## src/rtl/dmux_4way.sv

```systemverilog
// dmux_4way: registered 1-to-4 demultiplexer with per-channel valid flags
// and saturating counters of the words routed to each channel.
module dmux_4way #(
  parameter int WIDTH = 1,
  parameter int CNT_W = 8
) (
  input  logic             clk,
  input  logic             reset,
  input  logic [WIDTH-1:0] in,
  input  logic [1:0]       sel,
  input  logic             in_valid,
  input  logic             cnt_clr,
  output logic [WIDTH-1:0] a,
  output logic [WIDTH-1:0] b,
  output logic [WIDTH-1:0] c,
  output logic [WIDTH-1:0] d,
  output logic [3:0]       out_valid,
  output logic [CNT_W-1:0] cnt_a,
  output logic [CNT_W-1:0] cnt_b,
  output logic [CNT_W-1:0] cnt_c,
  output logic [CNT_W-1:0] cnt_d
);

  localparam logic [CNT_W-1:0] CNT_MAX = '1;

  logic [3:0]       valid_nxt;
  logic [WIDTH-1:0] data_nxt [4];
  logic [WIDTH-1:0] data_q   [4];
  logic [CNT_W-1:0] cnt_nxt  [4];
  logic [CNT_W-1:0] cnt_q    [4];

  // Decode the select into a one-hot flag, steer data, and compute the next
  // counter values (clear wins over increment; increment stops at all-ones).
  always_comb begin
    valid_nxt = 4'b0000;
    if (in_valid) begin
      valid_nxt[sel] = 1'b1;
    end
    for (int i = 0; i < 4; i++) begin
      data_nxt[i] = valid_nxt[i] ? in : '0;
      cnt_nxt[i]  = cnt_q[i];
      if (cnt_clr) begin
        cnt_nxt[i] = '0;
      end else if (valid_nxt[i] && (cnt_q[i] != CNT_MAX)) begin
        cnt_nxt[i] = cnt_q[i] + CNT_W'(1);
      end
    end
  end

  // Output and counter registers; reset clears everything immediately.
  always_ff @(posedge clk or posedge reset) begin
    if (reset) begin
      out_valid <= 4'b0000;
      for (int i = 0; i < 4; i++) begin
        data_q[i] <= '0;
        cnt_q[i]  <= '0;
      end
    end else begin
      out_valid <= valid_nxt;
      for (int i = 0; i < 4; i++) begin
        data_q[i] <= data_nxt[i];
        cnt_q[i]  <= cnt_nxt[i];
      end
    end
  end

  assign a     = data_q[0];
  assign b     = data_q[1];
  assign c     = data_q[2];
  assign d     = data_q[3];
  assign cnt_a = cnt_q[0];
  assign cnt_b = cnt_q[1];
  assign cnt_c = cnt_q[2];
  assign cnt_d = cnt_q[3];

endmodule

```

## config.mk

```make
export PLATFORM = sky130hd
export DESIGN_NAME = dmux_4way
export DESIGN_NICKNAME = d
export VERILOG_FILES = /design/src/rtl/dmux_4way.sv
export SDC_FILE = /design/constraint.sdc
export NUM_CORES = 1
export LEC_CHECK = 0
export CAP_MARGIN = 25
export CELL_PAD_IN_SITES_DETAIL_PLACEMENT = 1
export CELL_PAD_IN_SITES_GLOBAL_PLACEMENT = 2
export CORE_MARGIN = 2
export CORE_UTILIZATION = 30
export DETAILED_ROUTE_END_ITERATION = 12
export HOLD_SLACK_MARGIN = 0.03
export PLACE_DENSITY_LB_ADDON = 0.1
export SETUP_SLACK_MARGIN = 0.4
export SYNTH_ARGS = -nofsm -noshare
export SYNTH_HDL_FRONTEND = slang
export SYNTH_SLANG_ARGS = --single-unit
```

## constraint.sdc

```tcl
create_clock -name clk -period 1.9 [get_ports clk]
set_clock_uncertainty 0.2 [all_clocks]
set_input_delay 0.19 -clock clk [delete_from_list [all_inputs] [get_ports clk]]
set_output_delay 0.19 -clock clk [all_outputs]
set_load 0.01 [all_outputs]
```

# --- Word level (Yosys, flattened, before mapping) ---
# Cells that the tools add are included.
# W data, S select, Z words.
classes:
  add_sub_neg: 4
  multipliers: 0
  div: 0
  magnitude_cmp: 2
  eq_ne: 4
  shifts: 0
  mux: 15
  bitwise: 0
  reduce_logical: 9
op_table:
  columns: ["op", "count"]
  rows:
  - ["$mux W8", 8]
  - ["$add A8 B1 Y8 const B", 4]
  - ["$ne A8 B8 Y1 const B", 4]
  - ["$reduce_bool A2 Y1", 4]
  - ["$logic_and A1 B1 Y1", 5]
  - ["$mux W1", 5]
  - ["$mux W4", 1]
  - ["$lt A2 B3 Y1 const B", 1]
  - ["$demux W1 S2", 1]
  - ["$ge A2 B1 Y1 const B", 1]
word_totals:
  regBits: 40
  latchBits: 0
  ramBits: 0
  romBits: 0
  in_bits: 7
  elab_cells: 43
  mem_count: 0

# --- Depth between registers and ports, before layout ---
# Gate-level depths: netlist (run 1).
logic_depth:
  ltp_word: 8
  mapped_depth: 5

# --- Worst setup path after synthesis (run 1) ---
# Ideal clock, no wire load.
synth_path:
  path_type: "reg-to-reg"
  from: "register cnt_q (netlist bit cnt_d[0])"
  to: "register cnt_q (netlist bit cnt_d[1])"
  setup_time_ps: 132
  t_arrival_ps: 1406
  required_ps: 1568
  slack_ps: 162
  path_stages_with_launch: 6
  path_buffers: 0
  period_less_slack_ps: 1738
  path_cell_list: "dfrtp_1 ha_1 nand3_1 o21ai_0 mux2i_1 nor2_1"
synth_between:
  elab_chain_cells: 3
  word_cells_on_any_way: 6
  classes_between: "add/sub: 1; eq/ne: 1; mux: 2; reduce/logical: 2"
synth_lines:
  columns: ["element", "line", "text"]
  rows:
  - ["from (decl)", "30", "logic [CNT_W-1:0] cnt_q [4];"]
  - ["from (signal, indexed assignment)", "62", "cnt_q[i] <= cnt_nxt[i];"]
  - ["$add A8 B1 Y8 / $ne A8 B8 Y1 (equally long branches)", "45, 44", null]
  - ["$mux W8 / $logic_and A1 B1 Y1 (equally long branches)", "44", "end else if (valid_nxt[i] && (cnt_q[i] != CNT_MAX)) begin"]
  - ["$mux W8 / $reduce_bool A2 Y1 (equally long branches)", null, null]
# Several ways; a longest one is shown, not always the timed one. The select of a mux whose other input is x is not followed.
# A chain may end at the register's enable or synchronous reset.

# --- Worst setup path after layout (run 1) ---
layout_path:
  from: "register cnt_q (netlist bit cnt_a[3])"
  to: "register cnt_q (netlist bit cnt_a[3])"
# The elaborated chain is that of the path after synthesis.

==> run metrics, run 1 <==
leakage dissipation between 1.5 and 2 nW; status finished clean; crit path cell chain buf_4 > nand4_1 > nor2_2 > a21boi_4 > mux2_4; most common cell after layout, fill and taps aside buf_4; clk root buf clkbuf_8; gr busiest metal met2; Max IR drop VDD around 0.00025 V; Total GRT Usage around 18%; # DRC 0; final period utilization roughly 83%; number of clock sinks 40; routing usage on met2 33.1%; flops & latches, synth 40; synth warn 0; reg2reg start cnt_a[3]$_DFFE_PP0P_; Worst path slowest cell dfrtp_1; largest net degree at the start of global routing 41; routability cong. 0.830; actual slew at the worst max-slew pin approximately 340 ps; met1 Use GR 20.4%; Avg Synthesized Cell Area 10.2 µm²; CTS tree done; antenna cells 0; Clock Latency Late Sink ~290 ps; number of core rows 29; io pins 47; RR Endpoint cnt_a[3]$_DFFE_PP0P_; WP data required 1890 ps; WL/cell 16.8 µm; power per cell area 496 nW/µm²; clock buffer depth 2; post-synth top area share about half; crit path DAT 1570 ps; vias in the first global route 2108; CP Max Fanout 3; antenna violations before repair 0; Final setup viols 0; Yosys top cell by area dfrtp_1; Max-Cap Viols 0; CTS buffer count 5; first-pass GRT wire length ~10 mm; Final nets ~310; H-tree depth 2; # placed instances 320; ranking of synthesized cells by area dfrtp_1 52%, nor2_1 5.6%, mux2i_1 5.2%, xor2_1 3.6%, and3_1 2.6%; Seq/Total Area, Yosys 51.5%; DR vias between 1500 and 2000; Vias/cell slightly above 5; core area between 6000 and 7000 µm²; Placed Area between 2000 and 3000 µm²; slew margin rel. 77.0%; most frequent cells in the layout 53 x buf_4, 37 x dlygate4sd2_1, 26 x nor2_1, 26 x dfrtp_1, 14 x dfrtp_2; min Tclk post-route 1580 ps; DRT Pass-1 Iters 4; final WL 6.36 mm; Final Cell Area 3270 µm²; HPWL after DPL 3.75 mm; layout cell share with drive strength beyond 1 41.1%; ANT nets after route 0; post-synthesis instance area 1940 µm²; met3 Resource Use GR 4.23%; Reg2Reg Depth 5; Hold Violations, Final 0; Die X between 80 and 90 µm; Finished Layout Cells approximately 380; die height 84.5 µm; WS Path Type flip-flop to flip-flop; Worst path max stage delay roughly 360 ps; RSZ-0062 raised after global routing yes; Worst-path clk slew 80 ps; Syn-to-layout area delta 68.4%; fin. max-slew vios 0; aggregate global routing overflow 0; worst hold-check path type input port to asynchronous set/reset pin; worst reg2reg setup slack 320 ps; Max Freq 0.633 GHz; Syn Nets 201; Initial Util between 30% and 40%; cells after synthesis 190; DRT iter0 DRCs 49; number of port buffers 46; Critical Path Source Type flip-flop; unique cell type count in the Yosys netlist 32; Crit. End Element flip-flop; die area 7140 µm²
==> Yosys cell counts, drive strengths merged <==
cell type	count
a21boi	1
ha	4
dfrtp	40
nand4	8
mux2	1
nor4	1
inv	5
a311oi	5
nor3	6
nand3b	2
mux2i	10
a21oi	8
o211ai	3
and3	8
nor2	29
o211a	1
a211oi	3
and4	2
nand2b	1
a31oi	2
o2111ai	2
clkbuf	4
nand2	9
and2	7
o21ai	6
nand3	8
nor3b	3
nand4b	1
nor2b	2
xor2	8
==> cell type report <==
| type | count | area [µm²] |
|---|---|---|
| inverter | 5 | 18.8 |
| sequential | 40 | 1020 |
| timing repair buffer | 108 | 910 |
| multi-input combinational | 141 | 1140 |
| clock buffer | 8 | 90.1 |
| fill | 720 | 3040 |
| tap | 77 | 96.3 |
==> logic make-up (layout without fill, tap and decap cells) <==
kind of cell / count (synthesis) / count (layout) / synth area share (%)
AOI/OAI and AO/OA: 31 / 31 / 11.2
DFF: 40 / 40 / 51.5
adders and majority gates: 4 / 4 / 2.58
and+or+nand+nor: 87 / 87 / 23.6
muxes: 11 / 11 / 5.73
xor gates and xnor gates: 8 / 8 / 3.61
buffers and inverters: 9 / 121 / 1.74
==> per-layer routing <==
layer / share of wire (%) / wire length [µm]
met5: 0 / 0
met4: 0.57 / 36
met3: 3.6 / 231
met2: 55 / 3500
met1: 41 / 2590
==> state kept, by name (all words and copies together), names as in the netlist <==
| signal | flops |
|---|---|
| cnt_a | 8 |
| cnt_c | 8 |
| c | 1 |
| cnt_d | 8 |
| d | 1 |
| a | 1 |
| cnt_b | 8 |
| b | 1 |
| out_valid | 4 |
==> power breakdown <==
| part | total, mW | internal, mW | switching [mW] |
|---|---|---|---|
| Clock | 0.608 | 0.297 | 0.311 |
| Sequential | 0.872 | 0.862 | 0.00967 |
| Combinational | 0.144 | 0.0629 | 0.0809 |
==> worst max-delay path by stage <==
stage / start / endpoint / slack, ps / cells after the start
floorplan: cnt_b[0]$_DFFE_PP0P_ / cnt_b[1]$_DFFE_PP0P_ / 360 / 5
global placement: in_valid / cnt_a[3]$_DFFE_PP0P_ / -60 / 5
detailed placement: in_valid / cnt_a[3]$_DFFE_PP0P_ / -90 / 5
CTS: cnt_b[3]$_DFFE_PP0P_ / cnt_b[3] / 210 / 1
global route: cnt_a[4]$_DFFE_PP0P_ / cnt_a[3]$_DFFE_PP0P_ / 270 / 5
finish: cnt_a[3]$_DFFE_PP0P_ / cnt_a[3]$_DFFE_PP0P_ / 320 / 5
==> metrics by stage <==
| step | TNS (ps) | hold WS [ps] | utilization (%) | setup slack [ps] | power (mW) |
|---|---|---|---|---|---|
| final | 0 | 62.9 | 51.8 | 320 | 1.62 |
| after global routing | 0 | 87.9 | 51.8 | 267 | 1.70 |
| after CTS | 0 | 61.9 | 48.6 | 207 | 1.64 |
| after detailed placement | -177 | 370 | 41.3 | -85.7 | 1.02 |
| after global placement | -56.9 | 362 | 41.3 | -56.9 | 1.01 |
| after floorplan | 0 | 75.6 | - | 360 | 0.943 |
==> critical path, delay by kind of cell (launching register included) <==
family | cells | cell delay, ps
AO/OA/AOI/OAI | 1 | 80
buffers and inverters | 1 | 140
flip-flops | 1 | 360
multiplexers | 1 | 290
AND/OR/NAND/NOR | 2 | 400
==> repair_timing <==
item,4_1_cts,5_1_grt
pin swaps,14,25
resized for setup,78,34
setup endpoints to repair,70,37
cloned,0,0
hold buffers,0,0
buffers inserted,38,13
(Power assumes the default switching activity.)
==> inputs of run 2 (changes only) <==
Clock period 1.9 ns to 1.65 ns, I/O delays scaled along.
==> run metrics, run 2 (synthesis results as in run 1) <==
# placed instances 329; Die X 84.5 µm; final WL a little over 7 mm; Total GRT Usage between 20% and 30%; Worst path max stage delay 370 ps; RSZ-0062 raised after global routing yes; leakage dissipation 1.78 nW; CP bufs+invs 1; Initial Util 30.8%; total power between 1.5 and 2 mW; first-pass GRT wire length 11.4 mm; WS Path Type flip-flop to flip-flop; vias in the first global route 2320; number of core rows 29; Setup WS pre-CTS -347 ps; final period utilization 95.2%; worst hold-check path type input port to asynchronous set/reset pin; WP data required approximately 1600 ps; routability cong. around 0.84; worst reg2reg setup slack between 70 and 80 ps; Worst path slowest cell dfrtp_1; antenna violations before repair 0; Clock Latency Late Sink a little under 300 ps; DRT Pass-1 Iters 4; CP Max Fanout 4; fin. max-slew vios 0; aggregate global routing overflow 0; DRT iter0 DRCs 43; Crit. End Element flip-flop; io pins 47; most common cell after layout, fill and taps aside buf_6; Max Freq 0.636 GHz; Final nets 349; clk root buf clkbuf_8; Finished Layout Cells 416; HPWL after DPL 3.92 mm; min Tclk post-route 1570 ps; actual slew at the worst max-slew pin 353 ps; largest net degree at the start of global routing 41; # DRC 0; DR vias 2097; die height 84.5 µm; Worst-path clk slew approximately 80 ps; core area 6310 µm²; slew margin rel. 76.4%; Hold Violations, Final 0; final setup margin 78.7 ps; crit path DAT roughly 1600 ps; ANT nets after route 0; H-tree depth 2; Placed Area 2760 µm²; most frequent cells in the layout 67 x buf_6, 55 x buf_4, 24 x dfrtp_1; status finished clean; WL/cell 17.3 µm; clock buffer depth 2; Final setup viols 0; CTS buffer count 5; power per cell area ~500 nW/µm²; crit path cell chain buf_4 > and4_4 > a21boi_4 > mux2_4; layout cell share with drive strength beyond 1 roughly 65%; Max-Cap Viols 0; number of port buffers 46; Syn-to-layout area delta 97.2%; Crit path max-delay family flip-flops; Critical Path Source Type flip-flop; antenna cells 0; Max IR drop VDD 0.000408 V; number of clock sinks 40; Final Cell Area 3830 µm²; CTS tree done; die area 7140 µm²; Vias/cell about 5.0
## run 2: changes by cell type in the layout (fill, tap and decap cells not counted), sizes merged
cell / previous run / this run
inv: 5 / 4
clkbuf: 11 / 9
dlymetal6s2s: 1 / 0
clkinvlp: 0 / 1
buf: 62 / 138
dlygate4sd2: 37 / 1
## run 2: routing by layer
metal  vias up  global-route usage, %  routed length [µm]
met2        31                   39.4                3980
met5         -                      0                   0
met3         7                   2.95                 171
met4         0                   5.05                  56
li1        989                      -                   -
met1      1070                   22.2                2970
## run 2: cell type report
class                      count  area, µm²
clock buffer                   8       90.1
fill                         676       2480
inverter                       5       22.5
multi-input combinational    141       1270
sequential                    40       1020
tap                           77       96.3
timing repair buffer         145       1330
## run 2: worst reg2reg max path, cell delays in order, from the launching register on
cell      delay, ps
dfrtp_1         370
buf_4           140
and4_4          230
a21boi_4        220
mux2_4          310
## run 2: where the power goes
part           internal (mW)  leakage (nW)  switching [mW]
clock network          0.342        0.0455           0.346
registers              0.993         0.528         0.00888
logic                  0.107          1.21           0.110
## run 2: repair_timing
| item | 4_1_cts | 5_1_grt |
|---|---|---|
| gates resized for setup | 246 | 46 |
| endpoints found under the hold margin | 0 | 0 |
| endpoints found under the setup margin | 77 | 60 |
| buffers inserted | 67 | 12 |
| pin swaps | 44 | 29 |
| cloned | 0 | 0 |
| hold buffers | 0 | 0 |
## run 2: worst paths after layout
kind	startpoint	end	cells past startpoint
setup / recovery	cnt_a[2]$_DFFE_PP0P_	cnt_a[3]$_DFFE_PP0P_	4
hold / removal	reset	cnt_d[7]$_DFFE_PP0P_	3
setup reg to reg	cnt_a[2]$_DFFE_PP0P_	cnt_a[3]$_DFFE_PP0P_	4
hold reg to reg	cnt_b[6]$_DFFE_PP0P_	cnt_b[6]$_DFFE_PP0P_	2
max in group asynchronous	reset	cnt_c[0]$_DFFE_PP0P_	3
min in group clk	sel[1]	out_valid[0]$_DFF_PP0_	3
## run 2: stage by stage
| stage | utilization [%] | hold slack, ps | setup TNS (ps) |
|---|---|---|---|
| global placement | 43.8 | 332 | -5770 |
| finish | 60.7 | 66.8 | 0 |
| floorplan | - | -56.4 | 0 |
| CTS | 56.7 | 77.8 | 0 |
| global route | 60.7 | 103 | 0 |
| detailed placement | 43.8 | 345 | -6340 |
